===== src/rtl/mqam_upsampler.sv =====
`default_nettype none
// ============================================================================
// mqam_upsampler : square M-QAM Gray mapper with zero-stuff / sample-hold
//                  upsampling, underflow counting and symbol strobe.
// Revision 1.0 - initial release
// ============================================================================
module mqam_upsampler #(
    parameter int ORDER_LOG2 = 4,
    parameter int UPSAMPLE   = 4,
    parameter int AMP        = 16384,
    parameter int CNT_W      = 16
) (
    input  logic                    clk,
    input  logic                    reset,
    input  logic                    sym_clk_en,
    input  logic                    sam_clk_en,
    input  logic [ORDER_LOG2-1:0]   data,
    input  logic                    data_valid,
    input  logic                    hold_mode,
    output logic signed [17:0]      out_i,
    output logic signed [17:0]      out_q,
    output logic                    sym_strobe,
    output logic [3:0]              phase,
    output logic [CNT_W-1:0]        underflow_cnt
);

    localparam int G = ORDER_LOG2 / 2;
    localparam int K = 1 << G;
    localparam logic [3:0] LAST_PHASE = 4'(UPSAMPLE - 1);

    generate
        if (!(ORDER_LOG2 == 2 || ORDER_LOG2 == 4 || ORDER_LOG2 == 6)) begin : g_bad_order
            $error("mqam_upsampler: ORDER_LOG2 must be 2, 4 or 6");
        end
        if (UPSAMPLE < 2 || UPSAMPLE > 16) begin : g_bad_upsample
            $error("mqam_upsampler: UPSAMPLE must be in 2..16");
        end
        if ((K - 1) * AMP > 131071) begin : g_bad_amp
            $error("mqam_upsampler: (K-1)*AMP exceeds the 1s17 range");
        end
    endgenerate

    // Gray-decode the axis field to index L, then scale to (2L-(K-1))*AMP.
    function automatic logic signed [17:0] map_level(input logic [G-1:0] gray);
        logic [G-1:0]       bin;
        logic signed [31:0] lvl;
        bin[G-1] = gray[G-1];
        for (int i = G - 2; i >= 0; i--) begin
            bin[i] = bin[i+1] ^ gray[i];
        end
        lvl = (2 * $signed({{(32-G){1'b0}}, bin}) - (K - 1)) * AMP;
        return lvl[17:0];
    endfunction

    logic signed [17:0] map_i;
    logic signed [17:0] map_q;
    logic signed [17:0] sym_i;
    logic signed [17:0] sym_q;
    logic               at_phase0;

    assign map_i     = map_level(data[ORDER_LOG2-1:G]);
    assign map_q     = map_level(data[G-1:0]);
    assign at_phase0 = (phase == 4'd0);

    always_ff @(posedge clk or negedge reset) begin
        if (!reset) begin
            sym_i         <= '0;
            sym_q         <= '0;
            out_i         <= '0;
            out_q         <= '0;
            phase         <= '0;
            sym_strobe    <= 1'b0;
            underflow_cnt <= '0;
        end else if (sym_clk_en) begin
            // Symbol load wins over a coincident sample enable; outputs hold.
            sym_strobe <= 1'b0;
            phase      <= '0;
            if (data_valid) begin
                sym_i <= map_i;
                sym_q <= map_q;
            end else begin
                sym_i <= '0;
                sym_q <= '0;
                if (underflow_cnt != {CNT_W{1'b1}}) begin
                    underflow_cnt <= underflow_cnt + 1'b1;
                end
            end
        end else if (sam_clk_en) begin
            sym_strobe <= at_phase0;
            if (at_phase0 || hold_mode) begin
                out_i <= sym_i;
                out_q <= sym_q;
            end else begin
                out_i <= '0;
                out_q <= '0;
            end
            // Free-running wrap keeps the sample cadence if a symbol enable is lost.
            if (phase == LAST_PHASE) begin
                phase <= '0;
            end else begin
                phase <= phase + 4'd1;
            end
        end else begin
            sym_strobe <= 1'b0;
        end
    end

endmodule
`default_nettype wire


===== config.mk =====
export PLATFORM = sky130hd
export DESIGN_NAME = mqam_upsampler
export DESIGN_NICKNAME = d
export VERILOG_FILES = /design/src/rtl/mqam_upsampler.sv
export SDC_FILE = /design/constraint.sdc
export NUM_CORES = 1
export LEC_CHECK = 0
export ABC_CLOCK_PERIOD_IN_PS = 2100
export BUFFER_PORTS_ARGS = -buffer_cell sky130_fd_sc_hd__buf_2
export CORE_ASPECT_RATIO = 1.25
export CORE_MARGIN = 4
export CORE_UTILIZATION = 48
export DETAILED_ROUTE_END_ITERATION = 6
export PLACE_DENSITY_LB_ADDON = 0.25
export REMOVE_ABC_BUFFERS = 1
export SLEW_MARGIN = 30
export SYNTH_ARGS = -nofsm -noshare
export SYNTH_HDL_FRONTEND = slang
export SYNTH_SLANG_ARGS = --single-unit

===== constraint.sdc =====
create_clock -name clk -period 2.1 [get_ports clk]
set_input_delay 0.105 -clock clk [delete_from_list [all_inputs] [get_ports clk]]
set_output_delay 0.105 -clock clk [all_outputs]
set_load 0.02 [all_outputs]

==> results.md <==
Logic synthesis:
- The biggest area consumer among synthesized cells is sky130_fd_sc_hd__dfrtp_1.
- The prevailing post-synth register cell is sky130_fd_sc_hd__dfrtp_1.
- In the post-synthesis netlist, the biggest area contributors are sky130_fd_sc_hd__dfrtp_1 45%, sky130_fd_sc_hd__buf_4 14%, sky130_fd_sc_hd__xor2_1 4.6%, sky130_fd_sc_hd__nand2_1 3.5%, sky130_fd_sc_hd__a22o_1 2.5%.
- In this run, distinct cell masters in the synthesized netlist total 36.
- Ranked by instance count, the synthesized netlist is headed by 31 x sky130_fd_sc_hd__buf_4, 31 x sky130_fd_sc_hd__dfrtp_1, 16 x sky130_fd_sc_hd__nand2_1.
- The count of flip-flops with a built-in enable after synthesis is 0.
- The synthesized design contains 31 register bits.
- The sequential-to-total area share from yosys stat is 0.4503.
- The gate count of the mapped netlist is 168.
- In the synthesized netlist the async set-or-reset flop fraction comes to 1.000.
- The post-synthesis instance area is 1723 µm².
- The top cell type's share of synthesized area is 0.4503.
- The average instance in the mapped netlist occupies 10.26 µm².
- The Yosys step of the flow raised 0 warnings.

Drt:
- The remaining antenna violation count is 0.
- Detailed routing inserted a total of 1238 vias.
- Using the TritonRoute via totals, the vias-per-cell ratio works out to 4.972.
- The routed wire length per instance is 13.35 µm.
- Summed over all layers, the routed wires come to 3.323 mm.
- The iteration-0 DRC count of the detailed router is 33.
- In the routed design, unresolved DRC markers number 0.
- The number of iterations in the first detailed-routing pass is 4.

Final layout:
- The final cell area excluding filler cells is 1954 µm².
- The area overhead of the layout relative to synthesis is 13.43%.
- The count of fill cells added during filler insertion is 339.
- In the final layout, the share of cells above drive strength 1 is 0.2714.
- The fraction of the core area covered by cells at the end of the flow is 0.5611.
- The final net count is 222.
- The repair_antennas step left the layout with diodes totalling 0.
- The storage element area is 775.7 µm².
- The multi-input combinational cells in the finished layout cover a total of 778.2 µm².

Power and ir drop:
- The internal power is 1.217 mW.
- The static leakage is 1.040 nW.
- Of the total power, the share spent switching nets is 0.3333.
- The portion of total power attributed to the clock network is 0.327.
- In this run the power density over the cells is 934.0 nW/µm².
- Summed over all nets, the switching power comes to 608.3 µW.
- The share of total power dissipated in sequential elements is 0.434.
- The proportion of power drawn by combinational gates is 0.239.
- IR analysis of the VDD net gives a maximum drop of 735.5 µV.

STA:
- Adding up every negative setup slack in the final design gives 0 ps.
- Setup violations remaining at the end of the flow were counted as 0.
- The final period utilization is 0.8640.
- The worst path needs 1814 ps of the cycle, external delays included.
- The final clock skew is 6.492 ps.
- The max-slew violation total from the final report is 0.
- For the pin with the worst max-slew slack, the measured transition is 680.8 ps.
- Setup slack closes at 285.7 ps.
- Headroom to the max-slew limit came out at 0.5461.
- Timing would allow up to 551.2 MHz.
- Setup repair after global routing left no endpoint under its margin.
- The count of endpoints failing hold in the final timing report is 0.

Placement:
- Once detailed placement completed, the half-perimeter wirelength came to 2.567 mm.
- The placed instances occupy a cell area of 1827 µm².
- The count of input and output buffers is 38.
- At the placement stage, the worst setup path has a slack of 281.5 ps.
- At the end of routability-driven placement, the weighted congestion stood at 0.8063.

Clock network:
- The count of clock tree sinks is 31.
- The source-to-sink clock delay at the later pin of the worst-skew pair is 280 ps.
- The tree is rooted in a sky130_fd_sc_hd__clkbuf_8.
- The total clock buffers created by CTS is 5.
- The TritonCTS clock tree is yes.
- The CTS H-tree depth is 2.
- After clock tree synthesis, the clock-pin slew on the worst setup and hold paths is 70 ps.
- The clock passes through at most 2 buffers.

Global routing:
- The first-pass GRT wire length is 5.416 mm.
- The total overflow left after global routing is 0.
- The number of antenna violations at the first check in global routing is 0.
- The via count of the first global-routing pass was 1171.
- Across every metal layer, demand over resource in global routing totals 0.1592.
- The maximum number of pins on one net before global-route repair is 32.

Floorplan:
- The standard cell core area is 3483 µm².
- The overall die area is 4618 µm².
- The floorplan die height is 74.99 µm.
- The top-level I/O count is 67.
- The initial utilization of the core area, before any placement, comes to 0.4946.
- The floorplan step set the die width to 61.59 µm.
- The row count is 24.

Worst setup path:
- The cell at the slowest stage of the critical path is sky130_fd_sc_hd__nor4_4.
- The critical path class is flop to flop.
- Data on the critical path is required at its endpoint by 2270 ps.
- Traced cell by cell, the critical path runs through ha_1, nand4_4, nor4_4, nor2b_2, mux2_4.
- The critical path launch point type is a flop.
- The kind of end point of the critical path is a flop.
- The number of cells on the worst reg-to-reg path is 5.
- The data arrival time of the critical path is 1980 ps.
- The biggest fanout along the worst timing path is 6.
- The delay contributed by the slowest stage of the critical path is 470 ps.

Min path:
- The cell depth of the worst hold path is 3.
- The worst hold path class is primary input to flop.

Run status:
- The flow ran to the end, and the final reports show no timing, DRC or antenna violations.

Flow run:
- Max-cap violations in this run came to 0.
sequential cells by signal (all words and copies together) (netlist names):
name / count
sym_i: 3
out_q: 2
out_i: 3
sym_q: 2
phase: 4
sym_strobe: 1
underflow_cnt: 16
path summary, 6_finish.rpt:
path                                   from               end  slack (ps)
max                        underflow_cnt[1]  underflow_cnt[1]         290
min                                 data[0]         sym_q[15]         110
max in group asynchronous             reset  underflow_cnt[4]        1250
min reg2reg                       sym_q[15]         out_q[15]         490
min in group asynchronous             reset          phase[2]         410
max reg2reg                underflow_cnt[1]  underflow_cnt[1]         290
what timing repair did:
action / CTS / global route
buffers inserted: 0 / 0
hold buffers: 1 / 0
endpoints found under the hold margin: 31 / 0
gates resized for setup: 0 / 0
final cells by class:
cell class	instances	area share
clock inverters	2	0.01793
well taps	39	0.02497
flip-flops and latches	31	0.3969
inverters	9	0.01729
multi-input cells	123	0.3982
repair buffers	39	0.1024
clock buffers	6	0.04225
power by group through the flow:
| stage | combinational [mW] | sequential [mW] | clock (mW) |
|---|---|---|---|
| final | 0.436 | 0.792 | 0.598 |
| after global routing | 0.478 | 0.806 | 0.646 |
| after CTS | 0.443 | 0.792 | 0.623 |
| after detailed placement | 0.439 | 0.798 | 0 |
| after global placement | 0.423 | 0.794 | 0 |
| after floorplan | 0.184 | 0.890 | 0 |
routing by layer:
metal / routed length, µm / up-vias / track usage
met5: 0 / - / 0
met4: 44 / 0 / 0.05660
met3: 252 / 4 / 0.06346
met2: 1766 / 35 / 0.2701
met1: 1260 / 605 / 0.1781
li1: - / 594 / -
kinds of logic after synthesis:
logic type,synth area share
and+or+nand+nor,0.1990
other,0.002177
DFF,0.4503
adders and majority gates,0.02179
xor gates and xnor gates,0.07117
buffers and inverters,0.1569
muxes,0.02759
AOI/OAI and AO/OA,0.07117
per-stage QoR:
step / std cells / hold WS (ps) / power, mW
after floorplan: 163 / -190.6 / 1.074
after global placement: 240 / 179.9 / 1.217
after detailed placement: 240 / 194.0 / 1.237
after CTS: 249 / 102.2 / 1.859
after global routing: 249 / 117.7 / 1.929
final: 249 / 110.4 / 1.825
worst max-delay path: cells and delay by family (launching register included):
family        cells  cell delay [ps]
mux               1              310
flops             1              390
fa+ha+maj         1              240
simple gates      3              760
placed cells by master (no fill, tap or decap), drive strengths merged, types with 6 or more instances in the layout:
| cell type | synthesis | final |
|---|---|---|
| nor3 | 6 | 6 |
| xor2 | 9 | 9 |
| nand4 | 6 | 6 |
| inv | 9 | 9 |
| clkbuf | 1 | 6 |
| nor2 | 8 | 8 |
| buf | 31 | 38 |
| dfrtp | 31 | 31 |
| nand2 | 16 | 16 |
| conb | 1 | 28 |
| o21ai | 6 | 6 |
(Power assumes the default switching activity.)
